**src/rtl/config_loader_if.sv**
```systemverilog
// Host-side configuration byte interface for config_loader.
// The host (master) presents data_in with data_valid; the loader (slave)
// answers with data_ready. A byte transfers on a rising edge where both
// data_valid and data_ready are high.
interface config_loader_if;
  logic [7:0] data_in;
  logic       data_valid;
  logic       data_ready;

  modport master (output data_in, output data_valid, input data_ready);
  modport slave  (input data_in, input data_valid, output data_ready);
endinterface : config_loader_if

```
**src/rtl/config_loader.sv**
```systemverilog
// config_loader: upstream configuration stage for the fpga_cell shift chain.
// Accepts configuration bytes over a valid/ready handshake, serialises them
// MSB-first onto the head of the chain, and drives shift_enable and the LUT
// write address. Stops after exactly CHAIN_BITS bits and reports done.
//
// Optional feature, macro CONFIG_READBACK_EN: samples chain_tail on every
// shift cycle and reassembles it into bytes on readback_data/readback_valid.
// Without the macro, readback outputs are tied to 0 and chain_tail is unused.
module config_loader #(
  parameter int CELL_COUNT    = 16,
  parameter int BITS_PER_CELL = 65
) (
  input  logic                 shift_clock,
  input  logic                 reset,
  input  logic                 start,
  config_loader_if.slave       host,
  output logic                 chain_out,
  output logic                 shift_enable,
  output logic [5:0]           cfg_addr,
  input  logic                 chain_tail,
  output logic                 busy,
  output logic                 done,
  output logic [7:0]           readback_data,
  output logic                 readback_valid
);

  localparam int CHAIN_BITS = CELL_COUNT * BITS_PER_CELL;
  localparam int BCW        = $clog2(CHAIN_BITS + 1);
  localparam int CBW        = $clog2(BITS_PER_CELL);

  localparam logic [BCW-1:0] LAST_BIT  = BCW'(CHAIN_BITS);
  localparam logic [CBW-1:0] CELL_WRAP = CBW'(BITS_PER_CELL - 1);

  typedef enum logic [1:0] {IDLE, LOAD, SHIFT, DONE} state_e;

  state_e         state_q, state_d;
  logic [BCW-1:0] bit_count_q, bit_count_d;
  logic [CBW-1:0] cell_bit_q, cell_bit_d;
  logic [7:0]     sreg_q, sreg_d;
  logic [3:0]     shift_left_q, shift_left_d;
  logic [BCW-1:0] remaining;

  // Bits still owed to the chain; the last byte may carry fewer than 8.
  assign remaining = LAST_BIT - bit_count_q;

  // Next-state and datapath update for the load/shift sequencer.
  always_comb begin
    // NOTE: every _d starts from its held value so no path through the case leaves it unassigned.
    state_d      = state_q;
    bit_count_d  = bit_count_q;
    cell_bit_d   = cell_bit_q;
    sreg_d       = sreg_q;
    shift_left_d = shift_left_q;

    unique case (state_q)
      IDLE, DONE: begin
        if (start) begin
          state_d     = LOAD;
          bit_count_d = '0;
          cell_bit_d  = '0;
        end
      end
      LOAD: begin
        if (host.data_valid) begin
          sreg_d       = host.data_in;
          shift_left_d = (remaining >= BCW'(8)) ? 4'd8 : remaining[3:0];
          state_d      = SHIFT;
        end
      end
      SHIFT: begin
        sreg_d       = {sreg_q[6:0], 1'b0};
        bit_count_d  = bit_count_q + BCW'(1);
        shift_left_d = shift_left_q - 4'd1;
        cell_bit_d   = (cell_bit_q == CELL_WRAP) ? '0 : cell_bit_q + CBW'(1);
        if (shift_left_q == 4'd1) begin
          state_d = (bit_count_d == LAST_BIT) ? DONE : LOAD;
        end
      end
      default: state_d = IDLE;
    endcase
  end

  // State and datapath registers; reset aborts any configuration in flight.
  always_ff @(posedge shift_clock or posedge reset) begin
    if (reset) begin
      state_q      <= IDLE;
      bit_count_q  <= '0;
      cell_bit_q   <= '0;
      sreg_q       <= '0;
      shift_left_q <= '0;
    end else begin
      // NOTE: non-blocking so every register samples the pre-edge values of the others.
      state_q      <= state_d;
      bit_count_q  <= bit_count_d;
      cell_bit_q   <= cell_bit_d;
      sreg_q       <= sreg_d;
      shift_left_q <= shift_left_d;
    end
  end

  // Outputs decode directly from the state register, so reset clears them at once.
  assign host.data_ready = (state_q == LOAD);
  assign busy            = (state_q == LOAD) || (state_q == SHIFT);
  assign done            = (state_q == DONE);
  assign shift_enable    = (state_q == SHIFT);
  assign chain_out       = (state_q == SHIFT) && sreg_q[7];
  // cell_bit 64 (the output_select bit) folds onto address 0.
  assign cfg_addr        = (state_q == SHIFT) ? cell_bit_q[5:0] : 6'd0;

`ifdef CONFIG_READBACK_EN
  logic       start_take;
  logic [7:0] rb_sreg_q;
  logic [3:0] rb_cnt_q;
  logic [7:0] rb_data_q;
  logic       rb_valid_q;
  logic [7:0] rb_next;
  logic [3:0] rb_cnt_next;

  assign start_take  = ((state_q == IDLE) || (state_q == DONE)) && start;
  assign rb_next     = {rb_sreg_q[6:0], chain_tail};
  assign rb_cnt_next = rb_cnt_q + 4'd1;

  // Collect tail bits while shifting; emit full bytes, and the left-aligned remainder at the end.
  always_ff @(posedge shift_clock or posedge reset) begin
    if (reset) begin
      rb_sreg_q  <= '0;
      rb_cnt_q   <= '0;
      rb_data_q  <= '0;
      rb_valid_q <= 1'b0;
    end else begin
      rb_valid_q <= 1'b0;
      if (start_take) begin
        rb_sreg_q <= '0;
        rb_cnt_q  <= '0;
      end else if (state_q == SHIFT) begin
        if (rb_cnt_next == 4'd8) begin
          rb_data_q  <= rb_next;
          rb_valid_q <= 1'b1;
          rb_sreg_q  <= '0;
          rb_cnt_q   <= '0;
        end else if (state_d == DONE) begin
          rb_data_q  <= rb_next << (4'd8 - rb_cnt_next);
          rb_valid_q <= 1'b1;
          rb_sreg_q  <= '0;
          rb_cnt_q   <= '0;
        end else begin
          rb_sreg_q <= rb_next;
          rb_cnt_q  <= rb_cnt_next;
        end
      end
    end
  end

  assign readback_data  = rb_data_q;
  assign readback_valid = rb_valid_q;
`else
  logic unused_chain_tail;
  assign unused_chain_tail = chain_tail;
  assign readback_data     = 8'd0;
  assign readback_valid    = 1'b0;
`endif

endmodule : config_loader

```
**src/flat_wrapper.sv**
```systemverilog
// flat-port wrapper written by rule: the top's interface ports become plain ports
module config_loader_flat 
#(
  parameter int CELL_COUNT    = 16,
  parameter int BITS_PER_CELL = 65
)
  (shift_clock, reset, start, chain_out, shift_enable, cfg_addr, chain_tail, busy, done, readback_data, readback_valid, host_data_in, host_data_valid, host_data_ready);
  config_loader_if host_i ();
  input  logic shift_clock;
  input  logic reset;
  input  logic start;
  output logic chain_out;
  output logic shift_enable;
  output logic [5:0] cfg_addr;
  input  logic chain_tail;
  output logic busy;
  output logic done;
  output logic [7:0] readback_data;
  output logic readback_valid;
  input wire logic [$bits(host_i.data_in)-1:0] host_data_in;
  input wire logic [$bits(host_i.data_valid)-1:0] host_data_valid;
  output wire logic [$bits(host_i.data_ready)-1:0] host_data_ready;
  assign host_i.data_in = host_data_in;
  assign host_i.data_valid = host_data_valid;
  assign host_data_ready = host_i.data_ready;
  config_loader #(.CELL_COUNT(CELL_COUNT), .BITS_PER_CELL(BITS_PER_CELL)) u_core (.shift_clock(shift_clock), .reset(reset), .start(start), .host(host_i), .chain_out(chain_out), .shift_enable(shift_enable), .cfg_addr(cfg_addr), .chain_tail(chain_tail), .busy(busy), .done(done), .readback_data(readback_data), .readback_valid(readback_valid));
endmodule
```
**config.mk**
```make
export PLATFORM = sky130hd
export DESIGN_NAME = config_loader_flat
export DESIGN_NICKNAME = d
export VERILOG_FILES = /design/src/rtl/config_loader_if.sv /design/src/rtl/config_loader.sv /design/src/flat_wrapper.sv
export SDC_FILE = /design/constraint.sdc
export NUM_CORES = 1
export LEC_CHECK = 0
export BUFFER_PORTS_ARGS = -buffer_cell sky130_fd_sc_hd__buf_4
export CORE_MARGIN = 8
export CORE_UTILIZATION = 51
export CTS_BUF_LIST = sky130_fd_sc_hd__clkbuf_8 sky130_fd_sc_hd__clkbuf_16
export DETAILED_ROUTE_END_ITERATION = 6
export GPL_ROUTABILITY_DRIVEN = 0
export PLACE_DENSITY = 0.77
export SYNTH_ARGS = -nofsm -noshare
export SYNTH_HDL_FRONTEND = slang
export SYNTH_SLANG_ARGS = --single-unit
```
**constraint.sdc**
```tcl
create_clock -name shift_clock -period 1.7 [get_ports shift_clock]
set_input_delay 0.34 -clock shift_clock [delete_from_list [all_inputs] [get_ports shift_clock]]
set_output_delay 0.34 -clock shift_clock [all_outputs]
set_load 0.05 [all_outputs]
```
==> impl_metrics.tcl, run 1 <==
set metrics [dict create \
    syn_inst 238 \
    synth_area_leader_cell "dfrtp_1" \
    post_dp_cell_area_sq_um 2470 \
    initial_core_util 0.524 \
    grtUsageTotal 0.155 \
    synthArstFlopShare 1.00 \
    rsz0062_at_grt "yes" \
    critPathSlowestCell "dfrtp_2" \
    path_cells "or3_4, or3_4, a21oi_4, a221oi_2, a21oi_1" \
    drive_gt1_frac 0.348 \
    cts_htree_levels 2 \
    syn_area_sq_um 2060 \
    dieArea_sq_um 6340 \
    min_period_ns 1.72 \
    drv_slew 0 \
    path_delay_family "simple AND/OR/NAND/NOR gates" \
    clk_path_buf_depth 2 \
    drt-pass1-iter-count 4 \
    ys_top_cells_by_area "dfrtp_1, o21ai_0, ha_1" \
    clock_sinks 32 \
    leakage_nw 1.21 \
    cp_num_buf_inv 0 \
    io_buffers 22 \
    syn_avg_cell_area_sq_um 8.67 \
    hold_class "input pin to asynchronous set/reset pin" \
    violations "setup timing" \
    wl_per_cell_microns 14.2 \
    cpPeakStageDelay_ns 0.45 \
    rows 23 \
    hold_violations 0 \
    criticalPathCategory "register to register" \
    wl_mm 4.86 \
    worstPathMaxFanout 5 \
    crit_top_cell "or3_4" \
    grt_pass1_vias 1756 \
    cts.clk_slew.worst_paths_ns 0.07 \
    grt_max_degree 33 \
    placeableCoreArea_sq_um 3940 \
    design_area_sq_um 2740 \
    area_delta_synth_final_pct 32.7 \
    setup_slack_ns -0.0218 \
    critPathLaunchType "register" \
    num-fill-cells 303 \
    skew_ns 0.00634 \
    numCtsBuffers 5 \
    yosysUniqueCellTypes 46 \
    io_pins 33 \
    synth_warnings 0 \
    vias 1858 \
    grt_pass1_wl_mm 7.86 \
    detail-route-antenna-nets 0 \
    synth_top_flop_cell "dfrtp_1" \
    yosys_register_bits 32 \
    antenna_found_initial 0 \
    fmax_mhz 581 \
    routed_via_density 5.42 \
    synth_top_cell_area_share 0.388 \
    finalSetupViolCount 2 \
    cts-root-buf "clkbuf_8" \
    cts_tree "built" \
    die_w_microns 79.6 \
    insertion_delay_ns 0.29 \
    hpwl_mm 3.42 \
    gr-total-overflow 0 \
    worstPathRequired_ns 1.91 \
    maxCapViolCount 0 \
    tns_ns -0.0389 \
    worstSetupEndpointType "register" \
    die_h_microns 79.6 \
    irDropWorstVdd_v 0.000780 \
    status "finished, violations left" \
    finalCritPeriodShare 1.01 \
    synthTopCellsByCount "dfrtp_1, o21ai_0, nand2_1" \
    drcViolationCount 0 \
    synth-seq-area-share 0.388 \
    first_iter_violations 96 \
    synth_edf_count 0 \
    final_nets 317 \
    antennaDiodeCount 0 \
    p_total_mw 4.02 \
    arrival_ns 1.93 \
    cellPowerDensity_nw_per_um2 1470 \
]
[final cells by class]
type / count / area (sq um) / share of cell area
Clock buffer: 5 / 68.8 / 0.0251
Clock inverter: 2 / 8.76 / 0.00320
Inverter: 14 / 56.3 / 0.0206
Multi-Input combinational cell: 183 / 1270 / 0.462
Sequential cell: 32 / 807 / 0.295
Tap cell: 50 / 62.6 / 0.0228
Timing Repair Buffer: 57 / 469 / 0.171
[metrics by stage]
| stage | cells | hold WS (ns) | setup WS (ns) | utilization |
|---|---|---|---|---|
| floorplan | 246 | 0.450 | -0.00496 | - |
| global placement | 328 | 0.461 | 0.00349 | 0.627 |
| detailed placement | 328 | 0.461 | -0.0225 | 0.627 |
| CTS | 337 | 0.153 | -0.00414 | 0.665 |
| global route | 343 | 0.180 | -0.0872 | 0.695 |
| finish | 343 | 0.143 | -0.0218 | 0.695 |
[worst register-to-register path, delay by kind of cell, from the launching register on]
| kind | cells | cell delay [ns] |
|---|---|---|
| and+or+nand+nor | 2 | 0.79 |
| DFF | 1 | 0.45 |
| AOI/OAI and AO/OA | 3 | 0.41 |
[path summary, 6_finish.rpt]
| kind | depth (start not counted) | slack [ns] | to | start |
|---|---|---|---|---|
| setup / recovery | 5 | -0.02 | u_core.shift_left_q[0] | u_core.bit_count_q[0] |
| hold / removal | 3 | 0.14 | u_core.sreg_q[6] | reset |
| setup reg to reg | 5 | -0.02 | u_core.shift_left_q[0] | u_core.bit_count_q[0] |
| hold reg to reg | 2 | 0.48 | u_core.sreg_q[2] | u_core.sreg_q[2] |
| max in group asynchronous | 3 | 1.24 | u_core.bit_count_q[2] | reset |
| min in group shift_clock | 3 | 0.32 | u_core.sreg_q[0] | host_data_in[0] |
[placed cells by master (no fill, tap or decap), types with 3 or more instances in the layout]
| cell type | synthesis | routed |
|---|---|---|
| nor2_1 | 18 | 15 |
| ha_1 | 11 | 8 |
| o31ai_1 | 3 | 3 |
| buf_4 | 9 | 49 |
| buf_8 | 0 | 3 |
| nor3_1 | 5 | 4 |
| o21ai_0 | 32 | 32 |
| inv_1 | 13 | 12 |
| buf_6 | 3 | 5 |
| conb_1 | 1 | 9 |
| nand3_1 | 7 | 7 |
| nor2_2 | 1 | 3 |
| a21oi_1 | 5 | 3 |
| dfrtp_1 | 32 | 27 |
| ha_4 | 0 | 3 |
| xnor2_1 | 4 | 4 |
| mux2i_1 | 10 | 10 |
| dfrtp_2 | 0 | 5 |
| nand2_1 | 31 | 30 |
| a22o_1 | 5 | 5 |
| clkbuf_8 | 0 | 5 |
| and2_4 | 0 | 5 |
[routing by layer]
layer	track usage	wire length (microns)	up-vias
met3	0.0495	280	6
met1	0.186	2170	887
met2	0.246	2320	44
li1	-	-	921
met5	0	0	-
met4	0.0722	83	0
[timing repair]
action / CTS / global route
setup endpoints to repair: 13 / 22
pin swaps: 3 / 7
resized for setup: 13 / 16
setup buffers: 2 / 6
hold buffers: 0 / 0
[where the power goes]
| group | total (mW) | switching [mW] | internal (mW) |
|---|---|---|---|
| Sequential | 1.12 | 0.156 | 0.965 |
| Combinational | 2.35 | 1.37 | 0.981 |
| Clock | 0.544 | 0.272 | 0.272 |
| Total | 4.02 | 1.80 | 2.22 |
[state kept, by name (all words and copies together), names as in the netlist]
register,count
u_core.bit_count_q,11
u_core.cell_bit_q,7
u_core.shift_left_q,4
u_core.sreg_q,8
u_core.state_q,2
[kinds of logic after synthesis]
| kind of cell | synth area share |
|---|---|
| muxes | 0.0485 |
| xor gates and xnor gates | 0.0255 |
| DFF | 0.388 |
| AOI/OAI and AO/OA | 0.182 |
| adders and majority gates | 0.0667 |
| buffers and inverters | 0.0842 |
| and+or+nand+nor | 0.204 |
| other | 0.00182 |
Note: power is estimated with default switching activity, not from simulation.
==> run 2, diff against run 1 <==
--- a/config.mk
+++ b/config.mk
@@ -12,6 +12,7 @@
 export DETAILED_ROUTE_END_ITERATION = 6
 export GPL_ROUTABILITY_DRIVEN = 0
 export PLACE_DENSITY = 0.77
+export SETUP_SLACK_MARGIN = 0.3
 export SYNTH_ARGS = -nofsm -noshare
 export SYNTH_HDL_FRONTEND = slang
 export SYNTH_SLANG_ARGS = --single-unit
==> run 2 against run 1 <==
Net effect: utilization rose by 15 points; die area is the same; count of clock-buffer cells in the layout unchanged; sequential cell count unchanged; clock skew rose by 0.0034 ns; combinational power rose by 75%; the flow still finishes with violations (setup timing); sequential power up 4%; final cell count grew 6.7%; sequential share of layout area decreased by 5.4 points.
==> impl_metrics.tcl, run 2 (synthesis results as in run 1) <==
set metrics [dict create \
    status "finished, violations left" \
    violations "setup timing" \
    grtUsageTotal 0.195 \
    worstPathRequired_ns 1.92 \
    final_cell_mix "buf_4, dfrtp_1, nand2_1" \
    worstSetupEndpointType "register" \
    detail-route-antenna-nets 0 \
    p_total_mw 6.03 \
    antenna_found_initial 0 \
    io_pins 33 \
    place_ws_ns -0.0279 \
    design_area_sq_um 3340 \
    clock_sinks 32 \
    drv_slew 0 \
    largest_reg_flops 11 \
    rsz0062_at_grt "yes" \
    cts_htree_levels 2 \
    die_h_microns 79.6 \
    dieArea_sq_um 6340 \
    cts.clk_slew.worst_paths_ns 0.08 \
    vias 2301 \
    fin_util 0.848 \
    hold_violations 0 \
    drcViolationCount 0 \
    drt-pass1-iter-count 5 \
    skew_ns 0.00970 \
    path_delay_family "simple AND/OR/NAND/NOR gates" \
    insertion_delay_ns 0.29 \
    min_period_ns 1.78 \
    mostFrequentLayoutCell "buf_4" \
    arrival_ns 2.00 \
    drive_gt1_frac 0.522 \
    reg2reg_depth 5 \
    antennaDiodeCount 0 \
    die_w_microns 79.6 \
    rows 23 \
    wl_per_cell_microns 21.0 \
    cellPowerDensity_nw_per_um2 1810 \
    hold_class "input pin to asynchronous set/reset pin" \
    final_nets 339 \
    wl_mm 7.70 \
    leakage_nw 1.46 \
    numCtsBuffers 5 \
    cts_tree "built" \
    top_regs "u_core.bit_count_q x11, u_core.sreg_q x8, u_core.cell_bit_q x7" \
    first_iter_violations 233 \
    gr-total-overflow 0 \
    grt_pass1_wl_mm 9.81 \
    routed_via_density 6.29 \
    fmax_mhz 563 \
    clk_path_buf_depth 2 \
    criticalPathCategory "register to register" \
    rrSetupSlack_ns -0.08 \
    critPathSlowestCell "dfrtp_2" \
    post_dp_cell_area_sq_um 2500 \
    grt_pass1_vias 2114 \
    critPathLaunchType "register" \
    finalSetupViolCount 21 \
    r2r-start "u_core.bit_count_q[1]" \
    irDropWorstVdd_v 0.00112 \
    grt_max_degree 33 \
    crit_top_cell "or3_4" \
    cpPeakStageDelay_ns 0.45 \
    hpwl_mm 3.55 \
    regMostFlops "u_core.bit_count_q" \
    io_buffers 22 \
    setup_slack_ns -0.0761 \
    worstPathMaxFanout 5 \
    finalCritPeriodShare 1.04 \
    path_cells "or3_4, or3_4, a21oi_4, a221oi_2, a21oi_1" \
    area_delta_synth_final_pct 61.9 \
    maxCapViolCount 0 \
    cts-root-buf "clkbuf_8" \
    initial_core_util 0.524 \
    placeableCoreArea_sq_um 3940 \
    cp_num_buf_inv 0 \
    r2r-end "u_core.shift_left_q[0]" \
    ctsHoldBuffers 0 \
]
==> run 2: worst max-delay path by stage <==
| stage | startpoint | endpoint | slack [ns] | cells after the start |
|---|---|---|---|---|
| final | u_core.bit_count_q[1] | u_core.shift_left_q[0] | -0.08 | 5 |
| after global routing | u_core.state_q[0] | u_core.shift_left_q[2] | -0.15 | 9 |
| after CTS | u_core.state_q[0] | cfg_addr[0] | 0.002 | 6 |
| after detailed placement | u_core.bit_count_q[0] | u_core.shift_left_q[0] | -0.03 | 5 |
| after global placement | u_core.bit_count_q[0] | u_core.shift_left_q[0] | -0.0008 | 5 |
| after floorplan | u_core.state_q[0] | u_core.state_q[1] | 0.02 | 7 |
==> run 2: stage by stage <==
stage	std cells	TNS, ns	hold slack, ns
2_1_floorplan	246	0	0.450
6_report	366	-0.612	0.137
3_5_place_dp	327	-0.0606	0.466
3_3_place_gp	327	-0.000767	0.456
4_1_cts	356	0	0.151
5_1_grt	366	-1.95	0.186
==> run 2: layout make-up <==
class | instances | area, sq um
clock buffer | 5 | 68.8
sequential | 32 | 805
fill | 183 | 601
timing repair buffer | 78 | 800
clock inverter | 3 | 38.8
tap | 50 | 62.6
inverter | 14 | 68.8
multi-input combinational | 184 | 1500
==> run 2: what timing repair did <==
item                       CTS  global route
buffers inserted            17             7
setup endpoints to repair   43            43
pin swaps                   20            30
gates cloned                 4             3
resized for setup           63            63
==> run 2: power by group <==
group / switching (mW) / total, mW / internal, mW
Combinational: 2.16 / 4.12 / 1.96
Sequential: 0.203 / 1.17 / 0.962
Clock: 0.317 / 0.747 / 0.429
==> run 2: worst register-to-register path, stage by stage (launching register included) <==
cell and delay (ns):
dfrtp_2 0.45, or3_4 0.40, or3_4 0.39, a21oi_4 0.25, a221oi_2 0.09, a21oi_1 0.13
==> run 2: routing by layer <==
metal	track usage	part of all wire	vias to the layer above
met1	0.223	0.38	1134
met5	0	0	-
met4	0.106	0.051	0
li1	-	-	971
met3	0.0372	0.073	41
met2	0.333	0.50	155
